<file path="src/rtl/fc_stream_tx_pkg.sv">
// Shared constants, state encoding and byte-swap helper for the FC stream transmitter.
package fc_stream_pkg;

    localparam int unsigned InputSize  = 8;
    localparam int unsigned OutputSize = 4;
    localparam int unsigned WeightSize = InputSize * OutputSize;
    localparam int unsigned NWords     = (InputSize + WeightSize + OutputSize) / 4;

    localparam logic [1:0] StIdle    = 2'd0;
    localparam logic [1:0] StSend    = 2'd1;
    localparam logic [1:0] StTail    = 2'd2;
    localparam logic [1:0] StWaitRsp = 2'd3;

    // Reverse byte order; the controller word bus is little-endian, host packing big-endian.
    function automatic logic [31:0] bswap32(input logic [31:0] w);
        return {w[7:0], w[15:8], w[23:16], w[31:24]};
    endfunction

endpackage

</file>
<file path="src/rtl/fc_stream_tx_if.sv">
// Host and controller-facing signal bundle of the FC stream transmitter.
interface fc_stream_tx_if #(
    parameter int unsigned INPUT_SIZE  = fc_stream_pkg::InputSize,
    parameter int unsigned OUTPUT_SIZE = fc_stream_pkg::OutputSize
) ();
    localparam int unsigned WEIGHT_SIZE = INPUT_SIZE * OUTPUT_SIZE;

    logic                       start;
    logic [INPUT_SIZE*8-1:0]    in_vec;
    logic [WEIGHT_SIZE*8-1:0]   weight;
    logic [OUTPUT_SIZE*8-1:0]   bias;
    logic                       busy;
    logic                       r_valid;
    logic [31:0]                in_data;
    logic [31:0]                out_data;
    logic                       t_valid;
    logic                       done;
    logic [OUTPUT_SIZE*8-1:0]   result;
    logic                       timeout;

    // Host plus controller side: drives operands and responses, observes the stream.
    modport master (
        output start, in_vec, weight, bias, out_data, t_valid,
        input  busy, r_valid, in_data, done, result, timeout
    );

    // Transmitter side.
    modport slave (
        input  start, in_vec, weight, bias, out_data, t_valid,
        output busy, r_valid, in_data, done, result, timeout
    );
endinterface

</file>
<file path="src/rtl/fc_stream_tx_rsp_capture.sv">
// Response wait: counts WAIT_RSP cycles, captures the result word or flags a timeout.
module fc_stream_rsp_capture import fc_stream_pkg::*; #(
    parameter int unsigned OUTPUT_SIZE = OutputSize,
    parameter int unsigned TIMEOUT_CYC = 1024
) (
    input  logic                     clk_i,
    input  logic                     rst_i,
    input  logic                     active_i,   // FSM is in WAIT_RSP
    input  logic                     clear_i,    // new frame accepted
    input  logic                     t_valid_i,
    input  logic [31:0]              out_data_i,
    output logic                     finish_o,   // leave WAIT_RSP this cycle
    output logic                     done_o,
    output logic [OUTPUT_SIZE*8-1:0] result_o,
    output logic                     timeout_o
);
    localparam int unsigned CntW = $clog2(TIMEOUT_CYC + 1);
    localparam int unsigned ResW = OUTPUT_SIZE * 8;

    logic [CntW-1:0] cnt_q, cnt_d;
    logic            done_q;
    logic [ResW-1:0] result_q, result_d;
    logic            timeout_q, timeout_d;
    logic            expire;

    // Wait counter, expiry decision and next values of the captured outputs.
    always_comb begin
        expire   = active_i && (cnt_q == CntW'(TIMEOUT_CYC - 1));
        finish_o = active_i && (t_valid_i || expire);
        cnt_d    = '0;
        if (active_i) begin
            cnt_d = (cnt_q == CntW'(TIMEOUT_CYC)) ? cnt_q : cnt_q + 1'b1;
        end
        result_d = result_q;
        if (active_i && t_valid_i) begin
            // Wider results carry the single captured word in the low bytes.
            result_d = ResW'(bswap32(out_data_i));
        end
        timeout_d = timeout_q;
        if (clear_i) begin
            timeout_d = 1'b0;
        end else if (expire && !t_valid_i) begin
            timeout_d = 1'b1;
        end
    end

    // Registered done pulse, result and sticky timeout.
    always_ff @(posedge clk_i) begin
        if (rst_i) begin
            cnt_q     <= '0;
            done_q    <= 1'b0;
            result_q  <= '0;
            timeout_q <= 1'b0;
        end else begin
            cnt_q     <= cnt_d;
            done_q    <= finish_o;
            result_q  <= result_d;
            timeout_q <= timeout_d;
        end
    end

    assign done_o    = done_q;
    assign result_o  = result_q;
    assign timeout_o = timeout_q;

endmodule

</file>
<file path="src/rtl/fc_stream_tx.sv">
// Serialises one FC frame onto the controller word stream and collects its result.
module fc_stream_tx import fc_stream_pkg::*; #(
    parameter int unsigned INPUT_SIZE  = InputSize,
    parameter int unsigned OUTPUT_SIZE = OutputSize,
    parameter int unsigned TAIL_CYCLES = 1,
    parameter int unsigned TIMEOUT_CYC = 1024
) (
    input logic          clk_i,
    input logic          rst_i,
    fc_stream_tx_if.slave bus
);
    localparam int unsigned WSize  = INPUT_SIZE * OUTPUT_SIZE;
    localparam int unsigned NW     = (INPUT_SIZE + WSize + OUTPUT_SIZE) / 4;
    localparam int unsigned FrameW = NW * 32;
    localparam int unsigned IdxW   = (NW > 1) ? $clog2(NW) : 1;
    localparam int unsigned TailW  = (TAIL_CYCLES > 1) ? $clog2(TAIL_CYCLES) : 1;
    localparam logic [IdxW-1:0]  IdxLast  = IdxW'(NW - 1);
    localparam logic [TailW-1:0] TailLast = TailW'((TAIL_CYCLES == 0) ? 0 : TAIL_CYCLES - 1);

    logic [1:0]        state_q, state_d;
    logic [IdxW-1:0]   idx_q, idx_d;
    logic [TailW-1:0]  tail_q, tail_d;
    logic [FrameW-1:0] frame_q, frame_d;
    logic [31:0]       word_sel;
    logic              start_acc;
    logic              stream_on;
    logic              rsp_finish;

    // Word mux: word 0 is the most-significant slice of the frame.
    always_comb begin
        word_sel = '0;
        for (int k = 0; k < int'(NW); k++) begin
            if (idx_q == IdxW'(k)) begin
                word_sel = frame_q[FrameW-1-32*k -: 32];
            end
        end
    end

    // Frame sequencing: accept, stream words, hold tail, wait for response.
    always_comb begin
        state_d   = state_q;
        idx_d     = idx_q;
        tail_d    = tail_q;
        frame_d   = frame_q;
        start_acc = 1'b0;
        case (state_q)
            StIdle: begin
                if (bus.start) begin
                    frame_d   = {bus.in_vec, bus.weight, bus.bias};
                    idx_d     = '0;
                    start_acc = 1'b1;
                    state_d   = StSend;
                end
            end
            StSend: begin
                if (idx_q == IdxLast) begin
                    tail_d  = '0;
                    state_d = (TAIL_CYCLES == 0) ? StWaitRsp : StTail;
                end else begin
                    idx_d = idx_q + 1'b1;
                end
            end
            StTail: begin
                if (tail_q == TailLast) begin
                    state_d = StWaitRsp;
                end else begin
                    tail_d = tail_q + 1'b1;
                end
            end
            default: begin
                if (rsp_finish) begin
                    state_d = StIdle;
                end
            end
        endcase
    end

    // State, counters and frame register; reset discards any partial frame.
    always_ff @(posedge clk_i) begin
        if (rst_i) begin
            state_q <= StIdle;
            idx_q   <= '0;
            tail_q  <= '0;
            frame_q <= '0;
        end else begin
            state_q <= state_d;
            idx_q   <= idx_d;
            tail_q  <= tail_d;
            frame_q <= frame_d;
        end
    end

    // Stream outputs decode directly from state; in_data stays zero outside SEND/TAIL.
    always_comb begin
        stream_on   = (state_q == StSend) || (state_q == StTail);
        bus.busy    = (state_q != StIdle);
        bus.r_valid = stream_on;
        bus.in_data = stream_on ? bswap32(word_sel) : 32'h0;
    end

    fc_stream_rsp_capture #(
        .OUTPUT_SIZE (OUTPUT_SIZE),
        .TIMEOUT_CYC (TIMEOUT_CYC)
    ) u_rsp_capture (
        .clk_i      (clk_i),
        .rst_i      (rst_i),
        .active_i   (state_q == StWaitRsp),
        .clear_i    (start_acc),
        .t_valid_i  (bus.t_valid),
        .out_data_i (bus.out_data),
        .finish_o   (rsp_finish),
        .done_o     (bus.done),
        .result_o   (bus.result),
        .timeout_o  (bus.timeout)
    );

endmodule
</file>
<file path="src/flat_wrapper.sv">
// flat-port wrapper written by rule: the top's interface ports become plain ports
module fc_stream_tx_flat import fc_stream_pkg::*;
#(
    parameter int unsigned INPUT_SIZE  = InputSize,
    parameter int unsigned OUTPUT_SIZE = OutputSize,
    parameter int unsigned TAIL_CYCLES = 1,
    parameter int unsigned TIMEOUT_CYC = 1024
)
  (clk_i, rst_i, bus_start, bus_in_vec, bus_weight, bus_bias, bus_out_data, bus_t_valid, bus_busy, bus_r_valid, bus_in_data, bus_done, bus_result, bus_timeout);
  fc_stream_tx_if #(.INPUT_SIZE(INPUT_SIZE), .OUTPUT_SIZE(OUTPUT_SIZE)) bus_i ();
  input logic clk_i;
  input logic rst_i;
  input wire logic [$bits(bus_i.start)-1:0] bus_start;
  input wire logic [$bits(bus_i.in_vec)-1:0] bus_in_vec;
  input wire logic [$bits(bus_i.weight)-1:0] bus_weight;
  input wire logic [$bits(bus_i.bias)-1:0] bus_bias;
  input wire logic [$bits(bus_i.out_data)-1:0] bus_out_data;
  input wire logic [$bits(bus_i.t_valid)-1:0] bus_t_valid;
  output wire logic [$bits(bus_i.busy)-1:0] bus_busy;
  output wire logic [$bits(bus_i.r_valid)-1:0] bus_r_valid;
  output wire logic [$bits(bus_i.in_data)-1:0] bus_in_data;
  output wire logic [$bits(bus_i.done)-1:0] bus_done;
  output wire logic [$bits(bus_i.result)-1:0] bus_result;
  output wire logic [$bits(bus_i.timeout)-1:0] bus_timeout;
  assign bus_i.start = bus_start;
  assign bus_i.in_vec = bus_in_vec;
  assign bus_i.weight = bus_weight;
  assign bus_i.bias = bus_bias;
  assign bus_i.out_data = bus_out_data;
  assign bus_i.t_valid = bus_t_valid;
  assign bus_busy = bus_i.busy;
  assign bus_r_valid = bus_i.r_valid;
  assign bus_in_data = bus_i.in_data;
  assign bus_done = bus_i.done;
  assign bus_result = bus_i.result;
  assign bus_timeout = bus_i.timeout;
  fc_stream_tx #(.INPUT_SIZE(INPUT_SIZE), .OUTPUT_SIZE(OUTPUT_SIZE), .TAIL_CYCLES(TAIL_CYCLES), .TIMEOUT_CYC(TIMEOUT_CYC)) u_core (.clk_i(clk_i), .rst_i(rst_i), .bus(bus_i));
endmodule
</file>
<file path="config.mk">
export PLATFORM = sky130hd
export DESIGN_NAME = fc_stream_tx_flat
export DESIGN_NICKNAME = d
export VERILOG_FILES = /design/src/rtl/fc_stream_tx_pkg.sv /design/src/rtl/fc_stream_tx_if.sv /design/src/rtl/fc_stream_tx_rsp_capture.sv /design/src/rtl/fc_stream_tx.sv /design/src/flat_wrapper.sv
export SDC_FILE = /design/constraint.sdc
export NUM_CORES = 1
export LEC_CHECK = 0
export CELL_PAD_IN_SITES_DETAIL_PLACEMENT = 1
export CELL_PAD_IN_SITES_GLOBAL_PLACEMENT = 2
export CORE_MARGIN = 5
export CORE_UTILIZATION = 26
export CTS_BUF_LIST = sky130_fd_sc_hd__clkbuf_2 sky130_fd_sc_hd__clkbuf_4 sky130_fd_sc_hd__clkbuf_8
export DETAILED_ROUTE_END_ITERATION = 8
export GPL_TIMING_DRIVEN = 1
export HOLD_SLACK_MARGIN = 0.12
export PLACE_DENSITY_LB_ADDON = 0.1
export RECOVER_POWER = 50
export SYNTH_ARGS = -nofsm -noshare
export SYNTH_HDL_FRONTEND = slang
export SYNTH_SLANG_ARGS = --single-unit
</file>
<file path="constraint.sdc">
create_clock -name clk_i -period 2.7 [get_ports clk_i]
set_clock_uncertainty 0.2 [all_clocks]
set_input_delay 0.81 -clock clk_i [delete_from_list [all_inputs] [get_ports clk_i]]
set_output_delay 0.81 -clock clk_i [all_outputs]
set_load 0.05 [all_outputs]
</file>
==> out/results.ini <==
[worst_setup_path]
cp_slowest_cell = dfxtp_4
cp.required_ps = 1690
path_max_fanout = 25
cp_cell_sequence = buf_4, ha_4, buf_6, and3b_2, buf_12, buf_12, nand2b_1, o2111ai_2, a21oi_4, buf_6
cp.arrival_ps = 2810
critPathTopFamily = buffers and inverters
critPathLaunchType = flop
crit_type = flop to output port
max_stage_delay_ps = 350
critPathBufInv = 5
endpoint_kind = output port

[final_layout]
layout-drive-gt1-share_pct = 18.1
layout.nets = 3563
syn_to_final_growth_pct = 56.3

[sta]
rsz0062_at_grt = yes
worstMarginPinSlew_ps = 917
hold_slack_ps = 253
worst_slack_ps = -1120
min_period_over_period_pct = 141
hold_viol = 0
setup_viol = 102
layout_min_cycle_time_ps = 3820
fmax_mhz = 262
max_slew_margin_pct = 38.9
finalMaxSlewViolations = 0

[yosys]
synthArstFlopShare_pct = 0
synthTopCellsByCount = nand2_1, a21oi_1, dfxtp_1
synthCells = 2606
synth_fp_nets = 3004
synth.distinct_cells = 55
yosysSeqAreaShare_pct = 42.8
yosysTopAreaCellShare_pct = 42.8
synth_compound_area_share_pct = 25.9
synthMuxAreaShare_pct = 0.272
synth_top_family_by_area = compound AO/OA/AOI/OAI gates
yosys.area_share.simple_pct = 23.4
syn_avg_cell_area_um2 = 7.23
synth.area.top_cells = dfxtp_1, nand2_1, a21oi_1
synth.most_common_cell = nand2_1
synth_edf_count = 0
yosysTopAreaCell = dfxtp_1
synth_area_um2 = 18800
yosys_warnings = 0
synthAdderAreaFrac_pct = 0.664
yosys_register_bits = 403
synth_xor_area_share_pct = 0.372
synthFlopType = dfxtp_1

[grt]
antenna_found_initial = 17
use_met2_pct = 46.9
grt.busiest_layer = met2
grt_pass1_wl_um = 143000
use_met1_pct = 26.4
grt_pass1_vias = 22370
grt-ovfl-total = 0
use_met3_pct = 5.00
grt_max_degree = 120
grt_usage_pct = 24.1

[clock_tree]
clock_sinks = 403
cts_tree = yes
clkLatencyLatePin_ps = 670
htreeDepth = 3
postCtsHoldBufs = 0
clock_path_buffers = 3
clk_pin_slew_ps = 60
cts-root-buf = clkbuf_8
cts_made_buffers = 78

[routing]
ant_nets = 0
viasPerCell = 4.97
dr.pass1.iters = 5
routed_wl_um = 97900
wl_per_cell_um = 23.4
vias = 20789
drtIter0Drc = 961
drc_errors = 0

[place]
gp_congestion = 0.901
dp_hpwl_um = 75500
port-buffer-count = 455

[job]
cap_violations = 0

[worst_hold_path]
hp-class = flop to flop

[floorplanning]
initial_core_util_pct = 26.3
die_h_um = 279
placementRows = 98
core_um2 = 71700
io_pins = 456
die_w_um = 279
fp.dieArea_um2 = 78000

[power]
total_power_mw = 26.5
p_per_area_nw_per_um2 = 900
p_leak_nw = 10.5
ir_drop_v = 0.000427

[status]
status = finished with violations
violations = negative setup slack

[logic make-up after synthesis]
logic type                 count (synthesis)
and+or+nand+nor                         1035
AOI/OAI and AO/OA                        836
DFF                                      403
buffers and inverters                    309
adders and majority gates                 10
xor gates and xnor gates                   8
muxes                                      5
[worst paths after layout]
kind	from	end	slack [ps]	cells past startpoint
worst max-delay path	u_core.idx_q[1]	bus_in_data[2]	-1120	10
worst min-delay path	u_core.u_rsp_capture.result_o[26]	u_core.u_rsp_capture.result_o[26]	250	2
worst max register to register	u_core.state_q[0]	u_core.frame_q[47]	-160	7
worst min register to register	u_core.u_rsp_capture.result_o[26]	u_core.u_rsp_capture.result_o[26]	250	2
[sequential cells by signal, indices dropped and copies added (netlist names)]
signal	count
u_core.state_q	2
u_core.frame_q	352
u_core.u_rsp_capture.done_o	1
u_core.u_rsp_capture.timeout_o	1
u_core.u_rsp_capture.cnt_q	11
u_core.idx_q	4
u_core.u_rsp_capture.result_o	32
[per-stage QoR]
step	instances	cell area (um^2)	worst slack, ps	TNS (ps)	util (%)
global route	4178	29400	-1220	-63760	41.0
detailed placement	4025	27000	-740	-13970	37.6
CTS	4173	29400	-1110	-33650	41.0
global placement	4025	27000	-729	-12720	37.6
finish	4180	29400	-1120	-42470	41.0
floorplan	2606	19500	-199	-4960	-
[worst register-to-register path, delay by kind of cell, from the launching register on]
| kind | cells | cell delay (ps) |
|---|---|---|
| flip-flops | 1 | 320 |
| AO/OA/AOI/OAI | 1 | 170 |
| AND/OR/NAND/NOR | 2 | 440 |
| buffers and inverters | 3 | 1490 |
| adder cells (fa/ha/maj) | 1 | 170 |
[power breakdown]
part           internal (mW)  leakage (nW)  switching, mW  total, mW
clock network           3.86         0.901           2.88       6.75
registers               7.05          3.31          0.919       7.96
logic                   5.06          6.28           6.74       11.8
[layer usage]
layer  share of wire (%)  wire [um]
met1                  38      37500
met5                0.15        142
met3                 4.2       4100
met2                  54      53200
met4                 3.0       2900
[layout by cell type, fill, tap and decap left out, drive strengths merged, types with 4 or more instances in the layout]
| master | count |
|---|---|
| diode | 6 |
| o21ai | 122 |
| xnor2 | 5 |
| nand2 | 812 |
| clkdlybuf4s50 | 385 |
| a32oi | 27 |
| nor3 | 4 |
| nor2 | 50 |
| o2111ai | 30 |
| a211oi | 4 |
| nand2b | 13 |
| ha | 10 |
| nand3 | 5 |
| a21oi | 521 |
| clkbuf | 134 |
| dfxtp | 403 |
| o2bb2ai | 27 |
| clkinv | 13 |
| a31oi | 4 |
| mux2i | 4 |
| a221oi | 6 |
| o22ai | 27 |
| a311oi | 28 |
| inv | 76 |
| nor2b | 93 |
| buf | 276 |
| bufinv | 4 |
| dlygate4sd2 | 34 |
| a221o | 29 |
| nand3b | 37 |
[repair_timing]
action | CTS | global route
gates cloned | 3 | 1
pin swaps | 38 | 16
setup endpoints to repair | 67 | 33
setup buffers | 8 | 2
resized for setup | 182 | 26
[area by class of cell]
cell class	count	area, um^2
Fill cell	8491	42300
Tap cell	950	1190
Antenna cell	6	15.0
Sequential cell	403	8080
Clock buffer	116	1460
Multi-Input combinational cell	1894	10800
Clock inverter	23	240
Timing Repair Buffer	715	7420
Inverter	73	280
Power figures use the tool's default switching activity.
